==> src/rtl/gpu_scanout.sv <==
// Display scanout: video timing generator, frame-buffer read addressing and
// a fixed 3-cycle pipeline that aligns colour with sync/DE/frame_start.
module gpu_scanout #(
  parameter int unsigned CHANNEL_BITS = 8,
  parameter int unsigned WIDTH_BITS   = 9,
  parameter int unsigned HEIGHT_BITS  = 9,
  parameter int unsigned H_ACTIVE     = 320,
  parameter int unsigned H_FP         = 8,
  parameter int unsigned H_SYNC       = 32,
  parameter int unsigned H_BP         = 40,
  parameter int unsigned V_ACTIVE     = 240,
  parameter int unsigned V_FP         = 3,
  parameter int unsigned V_SYNC       = 4,
  parameter int unsigned V_BP         = 6
) (
  input  logic                                clk,
  input  logic                                n_rst,
  input  logic                                buffer_select_i,
  input  logic [3*CHANNEL_BITS-1:0]           rd_data_i,
  output logic [WIDTH_BITS+HEIGHT_BITS:0]     rd_addr_o,
  output logic                                rd_oe_o,
  output logic                                rd_ce_o,
  output logic [3*CHANNEL_BITS-1:0]           rgb_o,
  output logic                                de_o,
  output logic                                hsync_o,
  output logic                                vsync_o,
  output logic                                frame_start_o
);

  localparam int unsigned H_TOTAL = H_ACTIVE + H_FP + H_SYNC + H_BP;
  localparam int unsigned V_TOTAL = V_ACTIVE + V_FP + V_SYNC + V_BP;
  // Counters must hold every boundary value and also supply the address slice.
  localparam int unsigned HC_MIN  = $clog2(H_TOTAL + 1);
  localparam int unsigned VC_MIN  = $clog2(V_TOTAL + 1);
  localparam int unsigned HCW     = (HC_MIN > WIDTH_BITS)  ? HC_MIN : WIDTH_BITS;
  localparam int unsigned VCW     = (VC_MIN > HEIGHT_BITS) ? VC_MIN : HEIGHT_BITS;
  localparam int unsigned AW      = WIDTH_BITS + HEIGHT_BITS + 1;
  localparam int unsigned PW      = 3 * CHANNEL_BITS;

  localparam logic [HCW-1:0] H_LAST   = HCW'(H_TOTAL - 1);
  localparam logic [HCW-1:0] H_ACT    = HCW'(H_ACTIVE);
  localparam logic [HCW-1:0] HS_START = HCW'(H_ACTIVE + H_FP);
  localparam logic [HCW-1:0] HS_END   = HCW'(H_ACTIVE + H_FP + H_SYNC);
  localparam logic [VCW-1:0] V_LAST   = VCW'(V_TOTAL - 1);
  localparam logic [VCW-1:0] V_ACT    = VCW'(V_ACTIVE);
  localparam logic [VCW-1:0] VS_START = VCW'(V_ACTIVE + V_FP);
  localparam logic [VCW-1:0] VS_END   = VCW'(V_ACTIVE + V_FP + V_SYNC);

  // Stage 0: counters and displayed-buffer latch
  logic [HCW-1:0] hc_q, hc_d;
  logic [VCW-1:0] vc_q, vc_d;
  logic           disp_buf_q, disp_buf_d;
  logic           act0, hs0_n, vs0_n, fs0, buf0;

  // Stage 1: SRAM address/enables plus delayed flags
  logic [AW-1:0]  addr_q, addr_d;
  logic           en_n_q;
  logic           act1_q, hs1_q, vs1_q, fs1_q;

  // Stage 2: flags waiting for SRAM data
  logic           act2_q, hs2_q, vs2_q, fs2_q;

  // Stage 3: output registers
  logic [PW-1:0]  rgb_q;
  logic           de_q, hsync_q, vsync_q, fs3_q;

  // Stage-0 decode: counter advance, region flags, buffer selection, address
  always_comb begin
    hc_d = hc_q + 1'b1;
    vc_d = vc_q;
    if (hc_q == H_LAST) begin
      hc_d = '0;
      vc_d = (vc_q == V_LAST) ? '0 : vc_q + 1'b1;
    end
    act0  = (hc_q < H_ACT) && (vc_q < V_ACT);
    hs0_n = !((hc_q >= HS_START) && (hc_q < HS_END));
    vs0_n = !((vc_q >= VS_START) && (vc_q < VS_END));
    fs0   = (hc_q == '0) && (vc_q == '0);
    // The frame-start cycle itself already addresses the newly latched buffer,
    // so the select input is used directly there instead of the register.
    buf0       = fs0 ? ~buffer_select_i : disp_buf_q;
    disp_buf_d = buf0;
    addr_d     = addr_q;
    if (act0) begin
      addr_d = {buf0, vc_q[HEIGHT_BITS-1:0], hc_q[WIDTH_BITS-1:0]};
    end
  end

  // Stage-0 state registers
  always_ff @(posedge clk or negedge n_rst) begin
    if (!n_rst) begin
      hc_q       <= '0;
      vc_q       <= '0;
      disp_buf_q <= 1'b0;
    end else begin
      hc_q       <= hc_d;
      vc_q       <= vc_d;
      disp_buf_q <= disp_buf_d;
    end
  end

  // Stages 1 and 2: registered SRAM request and flag delay line
  always_ff @(posedge clk or negedge n_rst) begin
    if (!n_rst) begin
      addr_q <= '0;
      en_n_q <= 1'b1;
      act1_q <= 1'b0;
      hs1_q  <= 1'b1;
      vs1_q  <= 1'b1;
      fs1_q  <= 1'b0;
      act2_q <= 1'b0;
      hs2_q  <= 1'b1;
      vs2_q  <= 1'b1;
      fs2_q  <= 1'b0;
    end else begin
      addr_q <= addr_d;
      en_n_q <= ~act0;
      act1_q <= act0;
      hs1_q  <= hs0_n;
      vs1_q  <= vs0_n;
      fs1_q  <= fs0;
      act2_q <= act1_q;
      hs2_q  <= hs1_q;
      vs2_q  <= vs1_q;
      fs2_q  <= fs1_q;
    end
  end

  // Stage 3: capture pixel data (blanked outside active) with aligned sync/DE
  always_ff @(posedge clk or negedge n_rst) begin
    if (!n_rst) begin
      rgb_q   <= '0;
      de_q    <= 1'b0;
      hsync_q <= 1'b1;
      vsync_q <= 1'b1;
      fs3_q   <= 1'b0;
    end else begin
      rgb_q   <= act2_q ? rd_data_i : '0;
      de_q    <= act2_q;
      hsync_q <= hs2_q;
      vsync_q <= vs2_q;
      fs3_q   <= fs2_q & act2_q;
    end
  end

  assign rd_addr_o     = addr_q;
  assign rd_ce_o       = en_n_q;
  assign rd_oe_o       = en_n_q;
  assign rgb_o         = rgb_q;
  assign de_o          = de_q;
  assign hsync_o       = hsync_q;
  assign vsync_o       = vsync_q;
  assign frame_start_o = fs3_q;

endmodule
==> config.mk <==
export PLATFORM = sky130hd
export DESIGN_NAME = gpu_scanout
export DESIGN_NICKNAME = d
export VERILOG_FILES = /design/src/rtl/gpu_scanout.sv
export SDC_FILE = /design/constraint.sdc
export NUM_CORES = 1
export LEC_CHECK = 0
export ABC_AREA = 1
export CAP_MARGIN = 20
export CORE_UTILIZATION = 48
export CTS_BUF_LIST = sky130_fd_sc_hd__clkbuf_2 sky130_fd_sc_hd__clkbuf_4 sky130_fd_sc_hd__clkbuf_8
export DETAILED_ROUTE_END_ITERATION = 12
export GPL_TIMING_DRIVEN = 0
export HOLD_SLACK_MARGIN = 0.05
export PLACE_DENSITY = 0.78
export SYNTH_ARGS = -nofsm -noshare
export SYNTH_HDL_FRONTEND = slang
export SYNTH_SLANG_ARGS = --single-unit
==> constraint.sdc <==
create_clock -name clk -period 1.61 [get_ports clk]
set_input_delay 0.322 -clock clk [delete_from_list [all_inputs] [get_ports clk]]
set_output_delay 0.322 -clock clk [all_outputs]
set_load 0.02 [all_outputs]
Yosys cells after proc, flatten, opt, wreduce, memory -nomap -nowiden

Index checks and enable logic that the tools add are counted.

Shift-type cells: 0
Div/mod/pow operators: 0
Reductions and logical operators: 8
Add/sub/neg operators: 2
Equal/unequal tests: 2
$mul: 0
$lt $le $gt $ge: 6
Multiplexer cells: 4
Bitwise gates (word level): 3

Operators by type and width:

| kind                                                                                 | number |
|---|---|
| 24-bit two-way mux                                                                   | 1 |
| 9-bit by 1-bit adder with 9-bit output (second input constant)                       | 2 |
| 9-bit logical NOT                                                                    | 2 |
| 9-bit by 8-bit < comparator with 1-bit output (second input constant)                | 2 |
| 9-bit < comparator (second input constant)                                           | 2 |
| 9-bit two-way mux                                                                    | 2 |
| 9-bit by 8-bit equality test with 1-bit output (second input constant)               | 1 |
| 9-bit equality test (second input constant)                                          | 1 |
| 9-bit by 8-bit greater-or-equal comparator with 1-bit output (second input constant) | 1 |
| 9-bit greater-or-equal comparator (second input constant)                            | 1 |
| 1-bit logical AND                                                                    | 4 |
| 1-bit logical NOT                                                                    | 2 |
| 1-bit NOT                                                                            | 2 |
| 1-bit AND                                                                            | 1 |
| 1-bit two-way mux                                                                    | 1 |

Register bits: 75
Bits in latches: 0
Bits in writable memories: 0
Memories: 0
ROM bits: 0
Logic and storage cells: 43

Logic depth before layout (Yosys ltp)

Gate-level depths: netlist (run 1).

Depth in word-level cells: 3
Mapped depth: 10
Mapped depth without buffers: 10

Worst setup path after synthesis (run 1)

Ideal clock, no wire load.

Path type: register to register
From: reg hc_q[0]
To: reg vc_q[2]
Required time: 1483 ps
Cell stages (with the launch flop): 6
Path slack: 231 ps
Period minus slack after synthesis: 1379 ps
Data arrival time: 1252 ps
Path through: dfrtp_1 > ha_1 > nand3_2 > nor3_4 > buf_6 > o21ai_0

Word-level cells in the longest chain between the ends: 1

RTL lines:

| what                   | RTL line | RTL |
|---|---|---|
| start, declared        | 50       | `logic [HCW-1:0] hc_q, hc_d;` |
| start signal, assigned | 92       | `hc_q <= '0;` |
| start signal, assigned | 96       | `hc_q <= hc_d;` |
| 9-bit equality test    | 71       | `if (hc_q == H_LAST) begin` |
| end signal, assigned   | 97       | `vc_q <= vc_d;` |
| end, declared          | 51       | `logic [VCW-1:0] vc_q, vc_d;` |

No other way between the ends.
A chain may end at the register's enable or synchronous reset.

Worst setup path in the final report (run 1)

From: reg en_n_q, in the netlist rd_ce_o
To: out rd_ce_o

RTL lines:

| what                   | RTL line | RTL |
|---|---|---|
| start, declared        | 57       | `logic en_n_q;` |
| start signal, assigned | 117      | `en_n_q <= ~act0;` |
| end, declared          | 22       | `output logic rd_ce_o,` |

No word-level cell between the ends.

==> Flow_metrics.wiki, run 1 <==
{| class="wikitable"
! Metric !! Value
|-
| Maximum clock path buffer count || 2
|-
| Shortest clock period the worst path allows after layout || 1.53 ns
|-
| Share of the synthesized area in the top cell type || 0.564
|-
| Worst setup path category || reg2out
|-
| Maximum frequency from static timing analysis || 656 MHz
|-
| Worst stage delay on the critical path || 0.53 ns
|-
| Worst-case vdd ir drop || 514 uV
|-
| Final clock skew || 0.00784 ns
|-
| Critical path startpoint category || register
|-
| Final Hold Slack || 0.0859 ns
|-
| Fin crit share || 0.947
|-
| Post-layout net count || 440
|-
| Clock transition at path regs || 0.07 ns
|-
| Slew HR || 0.399
|-
| Critical path's slowest cell || dfstp_2
|-
| Leakage power of the design || 2.31 nW
|-
| Hold violation total from the final report || 0
|-
| Worst min-delay path category || in2async
|-
| Port bufs || 75
|-
| RSZ-0062 raised after global routing || no
|-
| Slew at the pin closest to its max-slew limit || 0.901 ns
|-
| Net Count, Synth || 353
|-
| Drt pass-1 iters || 4
|-
| Filler cell count || 459
|-
| Final std cells w/o fill || 489
|-
| Top_reg_cell synth || dfrtp_1
|-
| Avg Synthesized Cell Area || 9.36 sq um
|-
| Routed wirelength normalized by instance count || 13.1 um
|-
| Power Dens Cells || 909 mW/mm^2
|-
| Hold_buf cts || 0
|-
| DRC marker count from the first detailed-route iteration || 137
|-
| Initial antenna violation count || 0
|-
| Overflow left after global routing || 0
|-
| Count of warnings emitted by yosys || 0
|-
| Estimated wirelength of the detail-placed design || 4350 um
|-
| Status || complete, no violations
|-
| Number of buffers and inverters on the critical path || 1
|-
| Total routing resource utilization after global routing || 0.213
|-
| Starting density of the core || 0.503
|-
| Max-slew violation count || 0
|-
| Clock tree root driver cell || clkbuf_8
|-
| Vias in the first global route || 2232
|-
| Async set-or-reset flop fraction in the synthesized netlist || 1.00
|-
| Core area || 0.00599 sq mm
|-
| Clk_lat worst skew || 0.35 ns
|-
| Start point of the critical path || rd_ce_o$_DFF_PN1_
|-
| Vias post-DR || 2366
|-
| Die area || 0.00660 sq mm
|-
| Area contributors post-synth || dfrtp_1 (56%), nand2_1 (11%), inv_1 (7.0%), dfstp_2 (6.1%), o21ai_0 (4.1%)
|-
| Gpl congestion || 0.851
|-
| Signed area change from the synthesized netlist to the final layout || 37.3%
|-
| Accumulated negative setup slack || 0 ns
|-
| Layout cells sized above 1 || 0.106
|-
| Clock tree from TritonCTS || built
|-
| # rows || 28
|-
| Sequential element share of the synthesized area || 0.625
|-
| Largest net degree at the start of global routing || 76
|-
| Total setup violations reported at the end of the flow || 0
|-
| Instance count of the mapped netlist || 322
|-
| Cell area after synthesis || 0.00302 sq mm
|-
| Overall routed net length || 6400 um
|-
| Number of synthesized register bits || 75
|-
| Critical Path Fanout Max || 2
|-
| Global-route wire length before repair || 10300 um
|-
| # IOs || 76
|-
| Number of CTS-inserted buffers || 9
|-
| Cells along the critical path || dlygate4sd2_1
|-
| Worst path required time || 1.29 ns
|-
| Top delay family on crit path || flip-flops
|-
| Routed via count divided by cell count || 4.84
|-
| Count of H-tree levels built during CTS || 3
|-
| Combined area of the multi-input logic cells || 875 sq um
|-
| Post-route worst setup slack || 0.0849 ns
|-
| Detail Route Antenna Nets || 0
|-
| Count of flip-flops with a built-in enable after synthesis || 0
|-
| Die outline height || 81.3 um
|-
| Top cell type by total area after synthesis || dfrtp_1
|-
| Max-capacitance violation count || 0
|-
| Number of clock sinks || 75
|-
| Critical Path Sink Type || output pin
|-
| Post-Place Cells || 472
|-
| Number of distinct library cells after synthesis || 26
|-
| Synth cell count leaders || nand2_1 (87), dfrtp_1 (68), inv_1 (56)
|-
| Cell with the most instances after synthesis || nand2_1
|-
| Pre-CTS WS || -0.00630 ns
|-
| Arrival @ worst endpoint || 1.20 ns
|-
| Horizontal extent of the die || 81.3 um
|-
| Reg2reg start || hc_q[0]$_DFF_PN0_
|-
| Number of inserted diodes || 0
|-
| Number of design rule violations left after detail routing || 0
|-
| Register area || 0.00189 sq mm
|}
-- routing by layer --
metal,vias to the layer above,GRT usage,part of all wire
met1,1104,0.263,0.45
met2,97,0.338,0.46
met3,7,0.0629,0.086
met4,0,0.105,0.014
met5,-,0,0
li1,1158,-,-
-- power breakdown --
group          internal (mW)  switching [mW]  total (mW)
sequential              1.92         0.00659        1.92
clock                  0.950           0.666        1.62
combinational          0.109           0.115       0.224
total                   2.98           0.788        3.76
-- metrics by stage --
step | utilization | cell area (sq um) | power [mW]
final | 0.691 | 4140 | 3.76
after global routing | 0.691 | 4140 | 3.89
after CTS | 0.676 | 4050 | 3.79
after detailed placement | 0.644 | 3860 | 2.20
after global placement | 0.644 | 3860 | 2.19
after floorplan | - | 3020 | 2.03
-- sequential cells by signal, summed over array words and instances, names as in the netlist, 9 cells and up --
| name | cells |
|---|---|
| rgb_o | 24 |
| hc_q | 9 |
| rd_addr_o | 19 |
| vc_q | 9 |
-- path summary, 6_finish.rpt --
check / end / slack (ns) / cells after the start
setup / recovery: rd_ce_o / 0.08 / 1
hold / removal: rgb_o[12]$_DFF_PN0_ / 0.09 / 1
setup reg to reg: vc_q[4]$_DFFE_PN0N_ / 0.15 / 6
hold reg to reg: vs2_q$_DFF_PN1_ / 0.35 / 0
max in group asynchronous: rd_addr_o[4]$_DFFE_PN0P_ / 0.93 / 1
min in group clk: vs2_q$_DFF_PN1_ / 0.35 / 0
-- final cells by class --
type	instances	area share
Timing Repair Buffer	76	0.189
Clock inverter	4	0.0178
Sequential cell	75	0.455
Multi-Input combinational cell	180	0.211
Buffer	9	0.0133
Clock buffer	12	0.0369
Inverter	58	0.0532
Tap cell	75	0.0227
-- placed cells by master (no fill, tap or decap), types with 9 or more instances in the layout --
cell type	instances
o21ai_0	25
dlymetal6s2s_1	21
nor2_1	24
nand3_1	11
inv_1	56
nand2_1	87
clkbuf_8	10
dfrtp_1	68
dlygate4sd2_1	27
clkdlybuf4s50_1	25
nand4_1	9
-- logic make-up after synthesis --
group / Yosys count / synth area share
AOI/OAI and AO/OA: 30 / 0.0510
adders and majority gates: 4 / 0.0166
buffers and inverters: 67 / 0.0913
DFF: 75 / 0.625
and+or+nand+nor: 144 / 0.210
xor gates and xnor gates: 2 / 0.00581
-- what timing repair did --
action,4_1_cts,5_1_grt
setup buffers,0,1
endpoints found under the setup margin,32,39
pin swaps,1,1
resized for setup,29,26
(Power assumes the default switching activity.)
==> inputs of run 2 (changes only) <==
==> constraint.sdc (replaced) <==
create_clock -name clk -period 1.61 [get_ports clk]
set_input_delay 0.322 -clock clk [delete_from_list [all_inputs] [get_ports clk]]
set_output_delay 0.322 -clock clk [all_outputs]
set_load 0.005 [all_outputs]
==> run 2 against run 1 <==
Against the previous run: clock power about the same; cell area down 0.82%; worst setup slack worse by 0.032 ns.
==> Flow_metrics.wiki, run 2 (same netlist as run 1, synthesis figures left out) <==
{| class="wikitable"
! Metric !! Value
|-
| Status || complete, no violations
|-
| Horizontal extent of the die || 81.3 um
|-
| Finished Core Util || 0.685
|-
| Number of flip-flops under the largest register name || 24
|-
| Register area || 0.00189 sq mm
|-
| Worst stage delay on the critical path || 0.52 ns
|-
| Hold violation total from the final report || 0
|-
| RSZ-0062 raised after global routing || yes
|-
| Maximum clock path buffer count || 2
|-
| Total routing resource utilization after global routing || 0.212
|-
| Signed area change from the synthesized netlist to the final layout || 36.2%
|-
| Detail Route Antenna Nets || 0
|-
| Slew HR || 0.396
|-
| Routed wirelength normalized by instance count || 13.0 um
|-
| Most common library cell in the layout ignoring fill and taps || nand2_1
|-
| # rows || 28
|-
| Worst path required time || 1.29 ns
|-
| Final clock skew || 0.00705 ns
|-
| Post-layout net count || 440
|-
| Layout cells sized above 1 || 0.104
|-
| Global-route wire length before repair || 10200 um
|-
| Fin crit share || 0.967
|-
| Critical path startpoint category || register
|-
| Max-slew violation count || 0
|-
| Highest-count cells in the layout ignoring fill and taps || nand2_1 (87), clkdlybuf4s50_1 (70), dfrtp_1 (68)
|-
| Worst setup path category || reg2out
|-
| Cells along the critical path || clkdlybuf4s50_1
|-
| Clk_lat worst skew || 0.35 ns
|-
| Port bufs || 75
|-
| Accumulated negative setup slack || 0 ns
|-
| Hold_buf cts || 0
|-
| Slew at the pin closest to its max-slew limit || 0.907 ns
|-
| Routed via count divided by cell count || 4.84
|-
| Worst min-delay path category || in2async
|-
| Overall routed net length || 6350 um
|-
| Number of clock sinks || 75
|-
| Leakage power of the design || 2.03 nW
|-
| Arrival @ worst endpoint || 1.24 ns
|-
| Estimated wirelength of the detail-placed design || 4350 um
|-
| Vias post-DR || 2366
|-
| Gpl congestion || 0.851
|-
| Combined area of the multi-input logic cells || 862 sq um
|-
| Maximum frequency from static timing analysis || 642 MHz
|-
| Final Hold Slack || 0.0905 ns
|-
| Power Dens Cells || 911 mW/mm^2
|-
| Critical path's slowest cell || clkdlybuf4s50_1
|-
| Critical Path Sink Type || output pin
|-
| Core area || 0.00599 sq mm
|-
| Number of CTS-inserted buffers || 9
|-
| Worst-case vdd ir drop || 509 uV
|-
| Critical Path Fanout Max || 2
|-
| Filler cell count || 457
|-
| Clock tree from TritonCTS || built
|-
| Max-capacitance violation count || 0
|-
| Clock tree root driver cell || clkbuf_8
|-
| Number of buffers and inverters on the critical path || 1
|-
| # IOs || 76
|-
| DRC marker count from the first detailed-route iteration || 157
|-
| Drt pass-1 iters || 4
|-
| Top delay family on crit path || buffers and inverters
|-
| Largest net degree at the start of global routing || 76
|-
| Shortest clock period the worst path allows after layout || 1.56 ns
|-
| Clock transition at path regs || 0.08 ns
|-
| Die area || 0.00660 sq mm
|-
| Vias in the first global route || 2228
|-
| Number of inserted diodes || 0
|-
| Number of design rule violations left after detail routing || 0
|-
| Total setup violations reported at the end of the flow || 0
|-
| Initial antenna violation count || 0
|-
| Die outline height || 81.3 um
|-
| Count of H-tree levels built during CTS || 3
|-
| Overflow left after global routing || 0
|-
| Starting density of the core || 0.503
|}
==> run 2: layout make-up <==
class / instances / area share
Buffer: 9 / 0.0134
Clock buffer: 12 / 0.0372
Clock inverter: 4 / 0.0180
Inverter: 58 / 0.0536
Multi-Input combinational cell: 180 / 0.210
Sequential cell: 75 / 0.459
Tap cell: 75 / 0.0229
Timing Repair Buffer: 76 / 0.186
==> run 2: worst paths after layout <==
kind / slack (ns) / start / endpoint / cells after the start
worst max-delay path: 0.05 / rd_addr_o[0]$_DFFE_PN0P_ / rd_addr_o[0] / 1
worst min-delay path: 0.09 / n_rst / rgb_o[12]$_DFF_PN0_ / 1
worst max register to register: 0.15 / hc_q[0]$_DFF_PN0_ / vc_q[4]$_DFFE_PN0N_ / 6
worst min register to register: 0.35 / vs2_q$_DFF_PN1_ / vsync_o$_DFF_PN1_ / 0
max in group asynchronous: 0.92 / n_rst / rd_addr_o[4]$_DFFE_PN0P_ / 1
min in group clk: 0.35 / vs2_q$_DFF_PN1_ / vsync_o$_DFF_PN1_ / 0
==> run 2: power by group <==
group | leakage [nW] | total, mW | internal [mW] | switching, mW
clock network | 0.117 | 1.62 | 0.950 | 0.672
registers | 0.923 | 1.92 | 1.92 | 0.00794
logic | 0.992 | 0.195 | 0.119 | 0.0764
==> run 2: routing by layer <==
metal / routed length, um / global-route usage / share of wire
met4: 147 / 0.105 / 0.023
met3: 558 / 0.0640 / 0.088
met5: 0 / 0 / 0
met2: 2840 / 0.337 / 0.45
met1: 2800 / 0.261 / 0.44
==> run 2: stage by stage <==
stage / worst slack (ns) / power (mW) / instance area (sq um) / instances
3_5_place_dp: -0.00630 / 2.16 / 3860 / 472
5_1_grt: 0.00521 / 3.86 / 4110 / 489
4_1_cts: 0.0126 / 3.75 / 4080 / 488
3_3_place_gp: -2.17 / 2.15 / 3860 / 472
6_report: 0.0528 / 3.74 / 4110 / 489
2_1_floorplan: 0.231 / 1.99 / 3020 / 322
==> run 2: repair_timing <==
item,CTS,global route
hold endpoints to repair,0,0
resized for setup,4,3
pin swaps,1,1
endpoints found under the setup margin,8,18
setup buffers,0,1
==> inputs of run 3 (changes only) <==
--- a/config.mk
+++ b/config.mk
@@ -8,7 +8,6 @@
 export ABC_AREA = 1
 export CAP_MARGIN = 20
 export CORE_UTILIZATION = 48
-export CTS_BUF_LIST = sky130_fd_sc_hd__clkbuf_2 sky130_fd_sc_hd__clkbuf_4 sky130_fd_sc_hd__clkbuf_8
 export DETAILED_ROUTE_END_ITERATION = 12
 export GPL_TIMING_DRIVEN = 0
 export HOLD_SLACK_MARGIN = 0.05
==> run 3 against run 2 <==
Against the previous run: utilization shrank 0.13 points; clock power shrank 2%; non-clock buffer count is the same; clock-buffer cell count is the same; flip-flop and latch count is the same; worst setup slack gained 0.0033 ns; clock skew grew 0.0015 ns; total power shrank 1.0%; critical path type unchanged; critical endpoint unchanged; highest routed layer unchanged.
==> Flow_metrics.wiki, run 3 (same netlist as run 1, synthesis figures left out) <==
{| class="wikitable"
! Metric !! Value
|-
| Status || complete, no violations
|-
| Leakage power of the design || 2.03 nW
|-
| Number of inserted diodes || 0
|-
| Power Dens Cells || 904 mW/mm^2
|-
| Routed wirelength normalized by instance count || 12.9 um
|-
| Worst-case vdd ir drop || 509 uV
|-
| Final clock skew || 0.00860 ns
|-
| Overflow left after global routing || 0
|-
| Max-slew violation count || 0
|-
| Count of H-tree levels built during CTS || 3
|-
| Worst setup path category || reg2out
|-
| Post-layout net count || 440
|-
| Number of design rule violations left after detail routing || 0
|-
| Number of clock sinks || 75
|-
| Signed area change from the synthesized netlist to the final layout || 35.9%
|-
| Maximum clock path buffer count || 2
|-
| Drt pass-1 iters || 4
|-
| Post-Place Cells || 472
|-
| Fin crit share || 0.965
|-
| Number of flip-flops under the largest register name || 24
|-
| Register-to-Register Setup Slack || 0.15 ns
|-
| Overall routed net length || 6290 um
|-
| # IOs || 76
|-
| Worst stage delay on the critical path || 0.52 ns
|-
| Vias in the first global route || 2231
|-
| Critical Path Fanout Max || 2
|-
| Critical path startpoint category || register
|-
| Clock tree root driver cell || clkbuf_8
|-
| Final std cells w/o fill || 489
|-
| Total routing resource utilization after global routing || 0.210
|-
| Hold violation total from the final report || 0
|-
| Total setup violations reported at the end of the flow || 0
|-
| Shortest clock period the worst path allows after layout || 1.55 ns
|-
| Filler cell count || 460
|-
| Maximum frequency from static timing analysis || 644 MHz
|-
| Die outline height || 81.3 um
|-
| Detail Route Antenna Nets || 0
|-
| Max-capacitance violation count || 0
|-
| Initial antenna violation count || 0
|-
| Clock tree from TritonCTS || built
|-
| Accumulated negative setup slack || 0 ns
|-
| Gpl congestion || 0.851
|-
| Cells along the critical path || clkdlybuf4s50_1
|-
| Clock transition at path regs || 0.08 ns
|-
| Vias post-DR || 2358
|-
| Top delay family on crit path || buffers and inverters
|-
| Number of buffers and inverters on the critical path || 1
|-
| Slew at the pin closest to its max-slew limit || 0.899 ns
|-
| RSZ-0062 raised after global routing || yes
|-
| Highest-count cells in the layout ignoring fill and taps || nand2_1 (87), clkdlybuf4s50_1 (70), dfrtp_1 (68)
|-
| Estimated wirelength of the detail-placed design || 4350 um
|-
| Worst flop-to-flop path endpoint || vc_q[4]$_DFFE_PN0N_
|-
| Final Hold Slack || 0.0930 ns
|-
| Core area || 0.00599 sq mm
|-
| Routed via count divided by cell count || 4.82
|-
| Clk_lat worst skew || 0.35 ns
|-
| Number of CTS-inserted buffers || 9
|-
| Cell count of the worst reg-to-reg path || 6
|-
| Die area || 0.00660 sq mm
|-
| Layout cells sized above 1 || 0.0990
|-
| Worst path required time || 1.29 ns
|-
| DRC marker count from the first detailed-route iteration || 129
|-
| Reg2reg start || hc_q[0]$_DFF_PN0_
|-
| PnR Total Power || 3.70 mW
|-
| Worst min-delay path category || in2async
|-
| Slew HR || 0.401
|-
| Critical path's slowest cell || clkdlybuf4s50_1
|-
| Horizontal extent of the die || 81.3 um
|-
| Port bufs || 75
|-
| Critical Path Sink Type || output pin
|-
| Most common library cell in the layout ignoring fill and taps || nand2_1
|-
| # rows || 28
|-
| Largest net degree at the start of global routing || 76
|-
| Starting density of the core || 0.503
|-
| Arrival @ worst endpoint || 1.23 ns
|-
| Global-route wire length before repair || 10200 um
|}
run 3: changes by cell type in the layout (fill, tap and decap cells not counted):
cell      delta
clkbuf_1     +2
clkbuf_4     -2
run 3: layout make-up:
cell class / count / area, sq um / share of cell area
Multi-Input combinational cell: 180 / 862 / 0.210
Clock inverter: 4 / 73.8 / 0.0180
Sequential cell: 75 / 1890 / 0.460
Timing Repair Buffer: 76 / 763 / 0.186
Inverter: 58 / 220 / 0.0537
Clock buffer: 12 / 145 / 0.0354
Buffer: 9 / 55.1 / 0.0134
Tap cell: 75 / 93.8 / 0.0229
run 3: routing by layer:
metal / part of all wire / vias up / global-route usage
li1: - / 1157 / -
met1: 0.45 / 1094 / 0.260
met2: 0.44 / 96 / 0.333
met3: 0.083 / 11 / 0.0629
met4: 0.020 / 0 / 0.105
met5: 0 / - / 0
run 3: repair_timing:
action                                  CTS  global route
endpoints found under the setup margin    8            18
resized for setup                         4             3
cloned                                    0             0
pin swaps                                 1             1
hold buffers                              0             0
setup buffers                             0             1
run 3: worst max path at each step:
stage	slack (ns)	to	cells after the start	startpoint
2_1_floorplan	0.23	vc_q[2]$_DFFE_PN0N_	5	hc_q[0]$_DFF_PN0_
3_3_place_gp	-2.17	rd_addr_o[7]$_DFFE_PN0P_	1	n_rst
3_5_place_dp	-0.006	vc_q[4]$_DFFE_PN0N_	5	hc_q[0]$_DFF_PN0_
4_1_cts	0.01	vc_q[4]$_DFFE_PN0N_	5	hc_q[4]$_DFF_PN0_
5_1_grt	0.005	rd_addr_o[0]	1	rd_addr_o[0]$_DFFE_PN0P_
6_report	0.06	rd_addr_o[0]	1	rd_addr_o[0]$_DFFE_PN0P_
run 3: where the power goes:
group	internal, mW	switching (mW)	leakage, nW
registers	1.92	0.00796	0.923
logic	0.119	0.0757	0.992
clock network	0.916	0.668	0.111
run 3: per-stage QoR:
| step | util | worst slack (ns) | cell area, sq um |
|---|---|---|---|
| after global placement | 0.644 | -2.17 | 3860 |
| final | 0.684 | 0.0561 | 4100 |
| after floorplan | - | 0.231 | 3020 |
| after global routing | 0.684 | 0.00481 | 4100 |
| after detailed placement | 0.644 | -0.00630 | 3860 |
| after CTS | 0.680 | 0.0126 | 4070 |
